**src/rtl/regfile_wb_arbiter.sv**
```systemverilog
// ---------------------------------------------------------------------------
// regfile_wb_arbiter
//
// Purpose:
//   Writeback arbiter for the single register-file write port. Each execution
//   unit (source) delivers results through a valid/ready handshake into its own
//   one-entry holding buffer. A round-robin arbiter drains one occupied buffer
//   per cycle into the registered write port. The block also answers a RAW
//   hazard query: whether a register still has an un-retired write in flight.
//
// Parameters:
//   NUM_SRC    number of result sources (2..8). Source 0 is the ALU by
//              convention; arbitration treats all sources identically.
//
// Ports:
//   clk        system clock, all state on the rising edge
//   rst_n      asynchronous active-low reset
//   src_valid  per-source result valid
//   src_ready  per-source accept (combinational)
//   src_rn     per-source destination register, source k at [6k+5:6k]
//   src_data   per-source result, source k at [64k+63:64k]
//   w_en       register-file write enable (registered)
//   w_rn       register-file write index (registered)
//   w_data     register-file write data (registered)
//   q_rn       hazard query register number
//   q_pending  q_rn has a write in a buffer or on the write port (combinational)
//   wb_busy    any buffer occupied or a write on the port (combinational)
// ---------------------------------------------------------------------------
module regfile_wb_arbiter #(
  parameter int NUM_SRC = 3
) (
  input  logic                    clk,
  input  logic                    rst_n,
  input  logic [NUM_SRC-1:0]      src_valid,
  output logic [NUM_SRC-1:0]      src_ready,
  input  logic [6*NUM_SRC-1:0]    src_rn,
  input  logic [64*NUM_SRC-1:0]   src_data,
  output logic                    w_en,
  output logic [5:0]              w_rn,
  output logic [63:0]             w_data,
  input  logic [5:0]              q_rn,
  output logic                    q_pending,
  output logic                    wb_busy
);

  localparam int PTR_W = (NUM_SRC > 1) ? $clog2(NUM_SRC) : 1;

  // Holding buffers, one entry per source.
  logic [NUM_SRC-1:0] buf_v_q, buf_v_d;
  logic [5:0]         buf_rn_q   [NUM_SRC];
  logic [5:0]         buf_rn_d   [NUM_SRC];
  logic [63:0]        buf_data_q [NUM_SRC];
  logic [63:0]        buf_data_d [NUM_SRC];

  // Round-robin search start.
  logic [PTR_W-1:0]   rr_ptr_q, rr_ptr_d;

  // Registered write port.
  logic               w_en_q, w_en_d;
  logic [5:0]         w_rn_q, w_rn_d;
  logic [63:0]        w_data_q, w_data_d;

  // Arbitration result for the current cycle.
  logic [NUM_SRC-1:0] grant;
  logic               grant_any;
  logic [PTR_W-1:0]   grant_idx;

  logic [NUM_SRC-1:0] transfer;

  // Round-robin search: walk the buffers starting at rr_ptr, wrapping modulo
  // NUM_SRC, and grant the first occupied one. The wrap is done on an int so
  // non-power-of-two source counts work.
  always_comb begin : arb_search
    int               idx;
    logic [PTR_W-1:0] idx_w;
    grant     = '0;
    grant_any = 1'b0;
    grant_idx = '0;
    idx       = 0;
    idx_w     = '0;
    for (int i = 0; i < NUM_SRC; i++) begin
      idx = int'(rr_ptr_q) + i;
      if (idx >= NUM_SRC) begin
        idx = idx - NUM_SRC;
      end
      idx_w = PTR_W'(idx);
      if (!grant_any && buf_v_q[idx_w]) begin
        grant[idx_w] = 1'b1;
        grant_any    = 1'b1;
        grant_idx    = idx_w;
      end
    end
  end

  // A source may hand over a result when its buffer is empty or is being
  // drained this cycle, which gives one result per cycle for a lone source.
  always_comb begin
    src_ready = ~buf_v_q | grant;
    transfer  = src_valid & src_ready;
  end

  // Buffer next state. A load takes priority over the grant-clear so that a
  // drain and refill in the same cycle leaves the buffer valid with the new
  // result. Results for r0 are accepted but never stored.
  always_comb begin
    buf_v_d    = buf_v_q;
    buf_rn_d   = buf_rn_q;
    buf_data_d = buf_data_q;
    for (int k = 0; k < NUM_SRC; k++) begin
      if (transfer[k] && (src_rn[6*k +: 6] != 6'd0)) begin
        buf_v_d[k]    = 1'b1;
        buf_rn_d[k]   = src_rn[6*k +: 6];
        buf_data_d[k] = src_data[64*k +: 64];
      end else if (grant[k]) begin
        buf_v_d[k] = 1'b0;
      end
    end
  end

  // Write port and pointer next state. Index/data hold when idle so the port
  // only changes on an actual write.
  always_comb begin
    rr_ptr_d = rr_ptr_q;
    w_en_d   = 1'b0;
    w_rn_d   = w_rn_q;
    w_data_d = w_data_q;
    if (grant_any) begin
      w_en_d   = 1'b1;
      w_rn_d   = buf_rn_q[grant_idx];
      w_data_d = buf_data_q[grant_idx];
      if (grant_idx == PTR_W'(NUM_SRC - 1)) begin
        rr_ptr_d = '0;
      end else begin
        rr_ptr_d = grant_idx + PTR_W'(1);
      end
    end
  end

  // Hazard query. The write-port term matters because the register file only
  // captures that write at the end of the current cycle.
  always_comb begin : hazard_query
    logic hit;
    hit = w_en_q && (w_rn_q == q_rn);
    for (int k = 0; k < NUM_SRC; k++) begin
      if (buf_v_q[k] && (buf_rn_q[k] == q_rn)) begin
        hit = 1'b1;
      end
    end
    q_pending = (q_rn != 6'd0) && hit;
    wb_busy   = (|buf_v_q) || w_en_q;
  end

  // All state. Reset drops buffered results and the pending write at once,
  // without waiting for a clock edge.
  always_ff @(posedge clk or negedge rst_n) begin
    if (!rst_n) begin
      buf_v_q  <= '0;
      rr_ptr_q <= '0;
      w_en_q   <= 1'b0;
      w_rn_q   <= 6'd0;
      w_data_q <= 64'd0;
      for (int k = 0; k < NUM_SRC; k++) begin
        buf_rn_q[k]   <= 6'd0;
        buf_data_q[k] <= 64'd0;
      end
    end else begin
      buf_v_q  <= buf_v_d;
      rr_ptr_q <= rr_ptr_d;
      w_en_q   <= w_en_d;
      w_rn_q   <= w_rn_d;
      w_data_q <= w_data_d;
      for (int k = 0; k < NUM_SRC; k++) begin
        buf_rn_q[k]   <= buf_rn_d[k];
        buf_data_q[k] <= buf_data_d[k];
      end
    end
  end

  assign w_en   = w_en_q;
  assign w_rn   = w_rn_q;
  assign w_data = w_data_q;

endmodule

```
**config.mk**
```make
export PLATFORM = sky130hd
export DESIGN_NAME = regfile_wb_arbiter
export DESIGN_NICKNAME = d
export VERILOG_FILES = /design/src/rtl/regfile_wb_arbiter.sv
export SDC_FILE = /design/constraint.sdc
export NUM_CORES = 1
export LEC_CHECK = 0
export CAP_MARGIN = 20
export CORE_UTILIZATION = 60
export CTS_CLUSTER_DIAMETER = 150
export DETAILED_ROUTE_END_ITERATION = 7
export DONT_BUFFER_PORTS = 1
export GPL_TIMING_DRIVEN = 0
export PLACE_DENSITY_LB_ADDON = 0.1
export RECOVER_POWER = 100
export SETUP_SLACK_MARGIN = 0.2
export SLEW_MARGIN = 10
export SYNTH_ARGS = -nofsm -noshare
export SYNTH_HDL_FRONTEND = slang
export SYNTH_SLANG_ARGS = --single-unit
export TNS_END_PERCENT = 20
```
**constraint.sdc**
```tcl
create_clock -name clk -period 3.4 [get_ports clk]
set_input_delay 0.68 -clock clk [delete_from_list [all_inputs] [get_ports clk]]
set_output_delay 0.68 -clock clk [all_outputs]
set_load 0.02 [all_outputs]
```
==> flow_metrics.py, run 1 <==
metrics = {
    "status": {
        "outcome": "finished with violations",
        "violations": "negative hold slack",
    },
    "setup_path": {
        "crit_arrival_ns": 3.70,
        "cp_common_cell": "buf_4",
        "crit_path_start_kind": "flip-flop",
        "r2r_end": "buf_data_q[91]",
        "r2r_start": "rr_ptr_q[0]",
        "crit_required_ns": 3.85,
        "critPathMaxStageDelay_ns": 0.86,
        "crit_path_max_fanout": 10,
        "worst-r2r-cell-count": 10,
        "endpoint_kind": "flip-flop",
        "critPathKind": "flip-flop to flip-flop",
        "ff2ff_setup_slack_ns": 0.15,
        "crit_slowest_cell": "o21ai_2",
        "crit_chain": "buf_4, ha_1, buf_2, buf_4, o21ba_2, o21ai_1, nand2_1, o21ai_2, buf_6, mux2_2",
    },
    "timing": {
        "drv_slew": 0,
        "worst_pin_slew_ns": 1.10,
        "fin_crit_ns": 3.25,
        "setup_tns_ns": 0,
        "rsz0062_at_grt": "yes",
        "setup-violations-final": 0,
        "hold_violations": 194,
        "min_period_over_period_pct": 95.6,
        "max_slew_margin_pct": 26.6,
        "whs_ns": -0.183,
        "fin_skew_ns": 0.0171,
        "fmax_mhz": 308,
    },
    "synthesis": {
        "syn_avg_cell_area_um2": 10.3,
        "async_flop_share_pct": 100,
        "syn-instance-count": 1455,
        "synth_edf_count": 0,
        "synth_fp_nets": 1680,
        "synthDistinctLibCells": 59,
        "synth_area_um2": 15000,
        "synth_seq_cells": 286,
        "synth-seq-area-share_pct": 47.6,
        "synthFlopType": "dfrtp_1",
        "yosys_warnings": 0,
    },
    "floorplanning": {
        "fp.dieH_um": 160,
        "die_area_um2": 25700,
        "rows": 57,
        "start_util_pct": 61.5,
        "core_area_um2": 24500,
        "num_io_pins": 297,
        "chipWidth_um": 160,
    },
    "power_and_ir_drop": {
        "fin_total_pwr_w": 0.0228,
        "power_density_nw_per_um2": 1370,
        "p_leak_nw": 6.51,
        "ir_drop_mv": 0.762,
    },
    "final_layout": {
        "area_growth_pct": 10.5,
        "drive_above_1_share_pct": 16.7,
        "regArea_um2": 7160,
        "fin_nets": 1720,
        "multiInputGateArea_um2": 6930,
        "fillers": 1972,
        "postLayoutCoreUtil_pct": 67.9,
        "final_cell_area_um2": 16600,
    },
    "routing": {
        "avgViaCountPerCell": 7.01,
        "highest_layer": "met4",
        "wl_met3_um": 4850,
        "wl_met2_um": 22100,
        "drt-met1-wl_um": 18300,
        "first_pass_iters": 6,
        "via_count": 12906,
        "antenna_left": 0,
        "wl_per_cell_um": 25.6,
        "routed_wirelength_um": 47200,
        "drc": 0,
        "drt_iter0_markers": 1562,
    },
    "clocking": {
        "cts.clk_slew.worst_paths_ns": 0.07,
        "cts.sinks": 286,
        "cts_root_buffer": "clkbuf_16",
        "clock_latency_ns": 0.57,
        "cts_tree": "done",
        "htreeDepth": 1,
        "cts_buffer_depth": 3,
        "numCtsBuffers": 30,
    },
    "global_route": {
        "grt_pass1_wl_um": 72900,
        "antenna_found_initial": 0,
        "grtUsageTotal_pct": 36.3,
        "grt_max_degree": 287,
        "grt_pass1_vias": 12712,
        "overflow": 0,
    },
    "placed_design": {
        "placed_cell_area_um2": 15400,
        "dp_hpwl_um": 32400,
        "place.gp.congestion": 0.903,
        "port_buffers": 0,
    },
    "job": {
        "maxCapViolCount": 0,
    },
    "hold_path": {
        "hp-class": "primary input to async pin",
    },
}
[cell usage after synthesis (34+ instances only)]
master | instances | share of area [%]
dfrtp_1 | 286 | 48
mux2_2 | 136 | 10
nand3_1 | 134 | 4.5
clkbuf_1 | 118 | 2.9
nor2_1 | 112 | 2.8
inv_1 | 70 | 1.7
o211ai_1 | 70 | 3.5
a2111oi_0 | 64 | 3.7
a311oi_1 | 64 | 3.7
a21oi_1 | 45 | 1.5
nand2_1 | 45 | 1.1
a221oi_1 | 43 | 2.5
o221ai_1 | 43 | 2.5
buf_2 | 34 | 1.1
[worst max-delay path: cells and delay by family, from the launching register on]
kind	cells	cell delay (ns)
compound gates	3	1.24
buf+inv	4	0.79
flops	1	0.42
mux	1	0.36
fa+ha+maj	1	0.17
simple gates	1	0.13
[where the power goes]
part,switching [W],total (W),internal [W]
Combinational,0.00753,0.0122,0.00467
Sequential,0.00181,0.00713,0.00532
Clock,0.00136,0.00344,0.00208
[cell families after synthesis]
kind of cell,after synthesis,share of synthesized area [%]
compound gates,432,23.1
buf+inv,237,6.56
simple gates,321,9.85
fa+ha+maj,4,0.333
xor+xnor,24,1.40
mux,151,11.2
flops,286,47.6
[registers in the layout, summed over array words and instances (netlist names)]
| register | cells |
|---|---|
| buf_rn_q | 18 |
| w_rn | 6 |
| buf_v_q | 3 |
| w_data | 64 |
| w_en | 1 |
| rr_ptr_q | 2 |
| buf_data_q | 192 |
[stage by stage]
| stage | std cells | setup slack [ns] |
|---|---|---|
| 2_1_floorplan | 1455 | 0.522 |
| 3_3_place_gp | 1779 | 0.149 |
| 3_5_place_dp | 1779 | 0.107 |
| 4_1_cts | 1837 | 0.192 |
| 5_1_grt | 1841 | 0.0403 |
| 6_report | 1842 | 0.149 |
[metal layers]
metal	global-route usage, %	vias to the layer above
met4	14.9	0
met3	9.07	121
li1	-	5670
met1	48.5	6388
met5	0	-
met2	57.0	727
[what timing repair did]
| action | CTS | global route |
|---|---|---|
| pin swaps | 1 | 2 |
| buffers inserted | 4 | 4 |
| resized for setup | 18 | 21 |
| endpoints found under the hold margin | 286 | 286 |
| setup endpoints to repair | 20 | 269 |
[cells in the final DEF (no fill, tap or decap), types with 5 or more instances in the layout]
master / instances
dfrtp_1: 286
mux2_2: 136
nand3_1: 134
clkbuf_1: 126
nor2_1: 112
inv_1: 71
o211ai_1: 70
a2111oi_0: 64
a311oi_1: 64
a21oi_1: 46
nand2_1: 45
a221oi_1: 43
o221ai_1: 43
clkbuf_16: 30
a22oi_1: 28
o311ai_0: 27
buf_2: 23
mux2i_1: 13
xor2_1: 12
xnor2_1: 12
clkbuf_2: 11
clkbuf_8: 11
buf_4: 10
buf_6: 9
o21ai_0: 7
nor4_1: 7
a211o_1: 5
[cell type report]
class	count	share of cell area (%)
Timing Repair Buffer	8	0.316
Sequential cell	286	43.1
Inverter	73	1.65
Antenna cell	1	0.0151
Tap cell	324	2.44
Buffer	164	4.46
Clock buffer	48	5.59
Clock inverter	6	0.723
Multi-Input combinational cell	932	41.7
[worst max path at each step]
stage	from	end	slack [ns]	depth (start not counted)
final	rr_ptr_q[0]	buf_data_q[91]	0.15	10
after detailed placement	rr_ptr_q[0]	src_ready[0]	0.11	10
after global placement	rr_ptr_q[0]	src_ready[0]	0.15	10
after floorplan	rr_ptr_q[0]	src_ready[0]	0.52	10
after CTS	rr_ptr_q[0]	src_ready[2]	0.19	7
after global routing	rr_ptr_q[1]	buf_data_q[58]	0.04	10
Note: power is estimated with default switching activity, not from simulation.
==> run 2: changes to the inputs <==
Settings changed: CTS_CLUSTER_SIZE set to 10, GPL_TIMING_DRIVEN 0 to 1.
==> flow_metrics.py, run 2 (synthesized netlist as in run 1, its figures left out) <==
metrics = {
    "final_layout": {
        "final_common_cell": "dfrtp_1",
        "fillers": 1960,
        "fin_nets": 1589,
        "area_growth_pct": 7.01,
        "top_register": "buf_data_q",
        "postLayoutCoreUtil_pct": 65.8,
        "drive_above_1_share_pct": 17.1,
        "most-common-layout-cells": "dfrtp_1 (286), mux2_2 (136), nand3_1 (134)",
        "regArea_um2": 7160,
        "n_antenna_cell": 0,
        "largest_register_ffs": 192,
        "multiInputGateArea_um2": 6960,
    },
    "timing": {
        "min_period_over_period_pct": 94.3,
        "fin_skew_ns": 0.0137,
        "hold_violations": 137,
        "fmax_mhz": 312,
        "worst_pin_slew_ns": 1.02,
        "rsz0062_at_grt": "yes",
        "max_slew_margin_pct": 32.2,
        "setup_tns_ns": 0,
        "finalWorstSetupSlack_ns": 0.194,
        "setup-violations-final": 0,
        "drv_slew": 0,
        "whs_ns": -0.122,
        "fin_crit_ns": 3.21,
    },
    "setup_path": {
        "worst-r2r-cell-count": 9,
        "endpoint_kind": "primary output",
        "crit_path_start_kind": "flip-flop",
        "critPathKind": "flip-flop to primary output",
        "crit_required_ns": 2.72,
        "crit_arrival_ns": 2.53,
        "ff2ff_setup_slack_ns": 0.31,
        "crit_path_max_fanout": 10,
    },
    "power_and_ir_drop": {
        "power_density_nw_per_um2": 1340,
        "p_leak_nw": 6.28,
        "ir_drop_mv": 1.02,
    },
    "clocking": {
        "numCtsBuffers": 34,
        "cts.sinks": 286,
        "clock_latency_ns": 0.52,
        "cts.clk_slew.worst_paths_ns": 0.06,
        "cts_buffer_depth": 3,
        "htreeDepth": 2,
        "cts_tree": "done",
        "cts_root_buffer": "clkbuf_16",
    },
    "global_route": {
        "grtUsageTotal_pct": 32.1,
        "grt_pass1_wl_um": 65800,
        "antenna_found_initial": 0,
        "overflow": 0,
        "grt_pass1_vias": 11583,
        "grt_max_degree": 287,
    },
    "routing": {
        "routed_wirelength_um": 41200,
        "drt_iter0_markers": 1259,
        "wl_per_cell_um": 24.4,
        "via_count": 11961,
        "antenna_left": 0,
        "first_pass_iters": 7,
        "avgViaCountPerCell": 7.08,
        "drc": 0,
    },
    "status": {
        "violations": "negative hold slack",
        "outcome": "finished with violations",
    },
    "job": {
        "maxCapViolCount": 0,
    },
    "floorplanning": {
        "num_io_pins": 297,
        "rows": 57,
        "start_util_pct": 61.5,
        "die_area_um2": 25700,
        "core_area_um2": 24500,
        "chipWidth_um": 160,
        "fp.dieH_um": 160,
    },
    "placed_design": {
        "port_buffers": 0,
        "dp_hpwl_um": 26000,
        "pre_cts_ws_ns": 0.348,
        "place.gp.congestion": 0.887,
    },
    "hold_path": {
        "hp-class": "primary input to async pin",
    },
}
run 2: cell count changes in the layout (fill, tap and decap cells not counted), sizes merged:
cell	change
clkbuf	-134
buf	-14
clkinv	-4
bufinv	-2
inv	+2
diode	-1
run 2: path summary, 6_finish.rpt:
path	start	to
worst max-delay path	rr_ptr_q[0]	src_ready[0]
worst min-delay path	rst_n	buf_rn_q[7]
min in group clk	src_data[111]	buf_data_q[111]
worst min register to register	buf_data_q[10]	buf_data_q[10]
max in group asynchronous	rst_n	buf_data_q[77]
worst max register to register	rr_ptr_q[0]	buf_data_q[22]
run 2: timing repair:
item                                    in CTS  in global routing
pin swaps                                    0                  1
endpoints found under the setup margin       3                 31
endpoints found under the hold margin      286                286
setup buffers                                0                  3
gates resized for setup                      5                  2
run 2: cell type report:
type	count	area share, %
tap	324	2.52
inverter	73	1.70
clock buffer	35	5.44
timing repair buffer	37	2.36
sequential	286	44.5
clock inverter	2	0.241
multi-input combinational	932	43.3
run 2: power breakdown:
group | internal (W) | switching [W]
logic | 0.00453 | 0.00675
registers | 0.00532 | 0.00181
clock network | 0.00189 | 0.00131
total | 0.0117 | 0.00986
run 2: per-stage QoR:
stage	power, W	cells	area, µm²
after CTS	0.0217	1686	16100
final	0.0216	1689	16100
after detailed placement	0.0185	1649	15200
after global routing	0.0230	1689	16100
after global placement	0.0181	1649	15200
after floorplan	0.0154	1455	15000
run 2: critical path: stages, from the launching register on:
cell      delay, ns
dfrtp_1        0.41
inv_1          0.10
ha_2           0.26
mux2i_1        0.47
o21ai_4        0.19
o21ai_1        0.34
clkbuf_2       0.24
run 2: layer usage:
| layer | up-vias | track usage, % | share of wire (%) |
|---|---|---|---|
| met5 | - | 0 | 0 |
| met3 | 82 | 9.19 | 9.6 |
| met4 | 0 | 9.91 | 3.0 |
| met2 | 555 | 50.6 | 48 |
| met1 | 5953 | 43.0 | 40 |
| li1 | 5371 | - | - |
==> run 3: changes to the inputs <==
--- a/config.mk
+++ b/config.mk
@@ -10,3 +10,3 @@
 export CTS_CLUSTER_DIAMETER = 150
-export CTS_CLUSTER_SIZE = 10
+export CTS_CLUSTER_SIZE = 14
 export DETAILED_ROUTE_END_ITERATION = 7
==> constraint.sdc (replaced) <==
create_clock -name clk -period 3.4 [get_ports clk]
set_input_delay 1.02 -clock clk [delete_from_list [all_inputs] [get_ports clk]]
set_output_delay 1.02 -clock clk [all_outputs]
set_load 0.02 [all_outputs]
==> flow_metrics.py, run 3 (synthesized netlist as in run 1, its figures left out) <==
metrics = {
    "setup_path": {
        "endpoint_kind": "primary output",
        "critPathKind": "flip-flop to primary output",
        "crit_required_ns": 2.38,
        "crit_path_max_fanout": 10,
        "crit_arrival_ns": 2.21,
        "crit_path_start_kind": "flip-flop",
    },
    "power_and_ir_drop": {
        "power_density_nw_per_um2": 1320,
        "p_leak_nw": 6.23,
        "ir_drop_mv": 1.26,
    },
    "global_route": {
        "overflow": 0,
        "grt_pass1_vias": 11514,
        "grt_max_degree": 287,
        "grtUsageTotal_pct": 31.4,
        "antenna_found_initial": 0,
        "grt_pass1_wl_um": 65200,
    },
    "clocking": {
        "htreeDepth": 1,
        "cts_hold_buffers": 0,
        "numCtsBuffers": 24,
        "cts_root_buffer": "clkbuf_16",
        "cts.clk_slew.worst_paths_ns": 0.07,
        "clock_latency_ns": 0.53,
        "cts_buffer_depth": 3,
        "cts_tree": "done",
        "cts.sinks": 286,
    },
    "status": {
        "outcome": "finished clean",
    },
    "job": {
        "maxCapViolCount": 0,
    },
    "timing": {
        "drv_slew": 0,
        "fin_crit_ns": 3.23,
        "max_slew_margin_pct": 9.12,
        "fin_skew_ns": 0.0135,
        "rsz0062_at_grt": "yes",
        "setup-violations-final": 0,
        "setup_tns_ns": 0,
        "whs_ns": 0.185,
        "hold_violations": 0,
        "fmax_mhz": 310,
        "min_period_over_period_pct": 95.0,
        "worst_pin_slew_ns": 1.36,
    },
    "final_layout": {
        "area_growth_pct": 6.58,
        "final_cell_area_um2": 16000,
        "final_common_cell": "dfrtp_1",
        "drive_above_1_share_pct": 18.3,
        "n_antenna_cell": 0,
        "largest_register_ffs": 192,
        "top_register": "buf_data_q",
        "most-common-layout-cells": "dfrtp_1 (284), mux2_2 (136), nand3_1 (134)",
        "fin_nets": 1597,
    },
    "routing": {
        "drt_iter0_markers": 1257,
        "antenna_left": 0,
        "via_count": 11938,
        "wl_per_cell_um": 24.1,
        "first_pass_iters": 5,
        "avgViaCountPerCell": 7.04,
        "routed_wirelength_um": 40900,
        "drc": 0,
    },
    "placed_design": {
        "port_buffers": 0,
        "dp_hpwl_um": 25300,
        "placed_cell_area_um2": 15200,
        "place.gp.congestion": 0.841,
    },
    "floorplanning": {
        "num_io_pins": 297,
        "die_area_um2": 25700,
        "start_util_pct": 61.5,
        "fp.dieH_um": 160,
        "rows": 57,
        "chipWidth_um": 160,
        "core_area_um2": 24500,
    },
    "hold_path": {
        "hp-class": "primary input to async pin",
    },
}
## run 3: cell types whose count changed in the layout (fill, tap and decap cells not counted), moves of 3 or more
| cell | previous run | this run |
|---|---|---|
| buf_4 | 17 | 36 |
| ha_2 | 3 | 0 |
| clkbuf_16 | 35 | 24 |
| ha_4 | 0 | 4 |
| o21ai_2 | 0 | 3 |
## run 3: per-stage QoR
step | util [%] | setup slack [ns] | std cells | power, W
floorplan | - | 0.304 | 1455 | 0.0154
global placement | 62.2 | 0.409 | 1654 | 0.0181
detailed placement | 62.2 | 0.391 | 1654 | 0.0185
CTS | 65.3 | 0.154 | 1686 | 0.0211
global route | 65.5 | 0.0828 | 1696 | 0.0227
finish | 65.5 | 0.171 | 1696 | 0.0212
## run 3: final timing paths
path,start,endpoint,slack [ns],cells past startpoint
max,rr_ptr_q[0],src_ready[2],0.17,6
min,rst_n,buf_rn_q[4],0.18,0
max reg2reg,rr_ptr_q[0],w_data[12],0.28,11
min reg2reg,buf_data_q[125],buf_data_q[125],0.51,1
max in group asynchronous,rst_n,buf_v_q[0],2.33,0
min in group clk,buf_data_q[125],buf_data_q[125],0.51,1
## run 3: timing repair
action                     4_1_cts  5_1_grt
buffers inserted                 6        9
setup endpoints to repair        3        3
gates resized for setup         20       11
pin swaps                        2        3
## run 3: layer usage
metal  wire length (µm)  up-vias  track usage, %
li1                   -     5393               -
met3               3510       65            7.57
met1              16600     5981            42.3
met2              19800      499            51.1
met5                  0        -               0
met4               1060        0            8.27
## run 3: critical path: stages, from the launching register on
cell,delay [ns]
dfrtp_1,0.47
buf_4,0.18
ha_4,0.19
buf_4,0.18
o2111ai_1,0.23
mux2i_1,0.13
or2_4,0.31
## run 3: report_power, final
| group | internal (W) | total, W | switching, W | leakage [nW] |
|---|---|---|---|---|
| combinational | 0.00478 | 0.0117 | 0.00688 | 2.59 |
| sequential | 0.00531 | 0.00708 | 0.00177 | 3.33 |
| clock | 0.00126 | 0.00245 | 0.00119 | 0.307 |
| total | 0.0114 | 0.0212 | 0.00984 | 6.23 |
## run 3: area by class of cell
cell class | count | area (µm²)
Clock inverter | 2 | 25.0
Inverter | 73 | 279
Tap cell | 324 | 405
Timing Repair Buffer | 55 | 498
Clock buffer | 24 | 601
Sequential cell | 286 | 7160
Fill cell | 1943 | 8440
Multi-Input combinational cell | 932 | 7060
==> RTL edit, RTL diff (settings of run 2) <==
`NUM_SRC`: 3 -> 6.
--- a/src/rtl/regfile_wb_arbiter.sv
+++ b/src/rtl/regfile_wb_arbiter.sv
@@ -27,7 +27,7 @@
 //   wb_busy    any buffer occupied or a write on the port (combinational)
 // ---------------------------------------------------------------------------
 module regfile_wb_arbiter #(
-  parameter int NUM_SRC = 3
+  parameter int NUM_SRC = 6
 ) (
   input  logic                    clk,
   input  logic                    rst_n,
Ports: changed (resized src_data, src_ready, src_rn and src_valid); port bits go from 297 to 513. No check against the original RTL was run, so the function may have changed too.
==> RTL edit against run 2 <==
  * The run ends with negative hold slack, max-slew violations, negative setup slack left
  * Worst setup slack got worse by 0.85 ns
  * Area after synthesis increased by 61%
  * Final area increased by 88%
  * Count of clock-buffer cells in the layout increased by 21
  * Routed wire length increased by 96%
  * Final cell count increased by 53%
  * Sequential cell count increased by 214
  * Non-clock buffer count increased by 244
  * Worst hold slack got worse by 0.098 ns
  * Register-to-register slack got worse by 0.80 ns
  * Largest cell class unchanged
Power is left out: the tool's default activity adds up to more than one toggle a clock period on the data nets, which glitch-free logic cannot reach.
==> RTL edit: results (changes against run 2) <==
status - complete, but fails checks (unchanged)
failing checks - negative hold slack, max-slew violations, negative setup slack (was negative hold slack)
RR Endpoint - buf_rn_q[26] (was buf_data_q[22])
detailed placement HPWL - 51.3 mm (was 26.0 mm)
final slew viol count - 249 (was 0)
routability congestion estimate - 0.960 (was 0.887)
worst reg2reg path depth - 19 (was 9)
layout cells sized above 1 - 44.2% (was 17.1%)
vias in the first global route - 18,100 (was 11,600)
# setup viols final - 491 (was 0)
Via density - 6.76 (was 7.08)
post-synthesis xor/xnor area fraction - 1.77% (was 1.40%)
slowest stage delay, CP - 0.51 ns (was 0.47 ns)
post-synthesis sequential area ratio - 51.6% (was 47.6%)
synth cell count leaders - dfrtp_1, mux2_2, a221oi_1, mux2_4 (was dfrtp_1, mux2_2, nand3_1, clkbuf_1, nor2_1)
pin count of the biggest net entering global routing - 501 (was 287)
CP max-delay cell - or4_4 (was mux2i_1)
Iter 0 DRT Violations - 1,349 (was 1,259)
Final nets - 2,480 (was 1,589)
dpl ws - -0.328 ns (was 0.348 ns)
first-pass GRT wire length - 117 mm (was 65.8 mm)
WL/cell - 31.2 um (was 24.4 um)
CTS Buf Count - 55 (was 34)
hold slack - -0.220 ns (was -0.122 ns)
Synth Area in Compound Gates - 12.1% (was 23.1%)
Syn Nets - 2,287 (was 1,680)
final hold vios - 190 (was 137)
Final Worst Setup Slack - -0.656 ns (was 0.194 ns)
reg2reg setup slack - -0.49 ns (was 0.31 ns)
dpl cell area - 26,100 um^2 (was 15,200 um^2)
DRT Pass-1 Iters - 5 (was 7)
Worst Setup EP - src_ready[5] (was src_ready[0])
RTL edit: worst max-delay path, delay by kind of cell (launching register included):
kind | cells | cell delay (ns)
flops | 1 | 0.43
compound gates | 3 | 0.64
buf+inv | 5 | 0.59
fa+ha+maj | 1 | 0.15
simple gates | 4 | 0.92
RTL edit: final cells by class:
cell class | count | area [um^2]
Sequential cell | 500 | 12500
Clock buffer | 56 | 1400
Multi-Input combinational cell | 1186 | 12000
Clock inverter | 2 | 46.3
Tap cell | 525 | 657
Timing Repair Buffer | 281 | 3530
Inverter | 15 | 71.3
Antenna cell | 17 | 42.5
Fill cell | 2521 | 9570
RTL edit: logic make-up (layout without fill, tap and decap cells):
group	after synthesis	count (layout)
adder cells (fa/ha/maj)	7	7
AO/OA/AOI/OAI	383	383
other	0	17
AND/OR/NAND/NOR	267	267
XOR/XNOR	46	46
buffers and inverters	160	354
multiplexers	483	483
flip-flops	500	500
RTL edit: how the worst min path moves through the flow:
stage,start,endpoint
after global placement,rst_n,buf_data_q[60]
after global routing,rst_n,buf_data_q[189]
final,rst_n,buf_data_q[187]
after CTS,rst_n,buf_data_q[329]
after floorplan,rst_n,buf_data_q[0]
after detailed placement,rst_n,buf_data_q[187]
RTL edit: repair_timing:
item / in CTS / in global routing
resized for setup: 202 / 110
pin swaps: 26 / 25
hold endpoints to repair: 500 / 500
setup buffers: 41 / 24
endpoints found under the setup margin: 502 / 501
cloned: 22 / 5
RTL edit: per-layer routing:
layer | vias to the layer above | routed length, um | global-route usage [%] | share of wire, %
met5 | - | 51 | 0 | 0.063
met4 | 8 | 3470 | 16.8 | 4.3
met3 | 219 | 7170 | 10.3 | 8.9
met2 | 894 | 38000 | 60.5 | 47
met1 | 9021 | 31900 | 49.6 | 40
li1 | 7310 | - | - | -
RTL edit: per-stage QoR:
step	instances	TNS (ns)	util, %
after detailed placement	2415	-115.17	65.5
after CTS	2536	-101.18	73.7
final	2582	-125.26	76.0
after floorplan	1846	-96.54	-
after global routing	2581	-174.52	76.0
after global placement	2415	-83.65	65.5
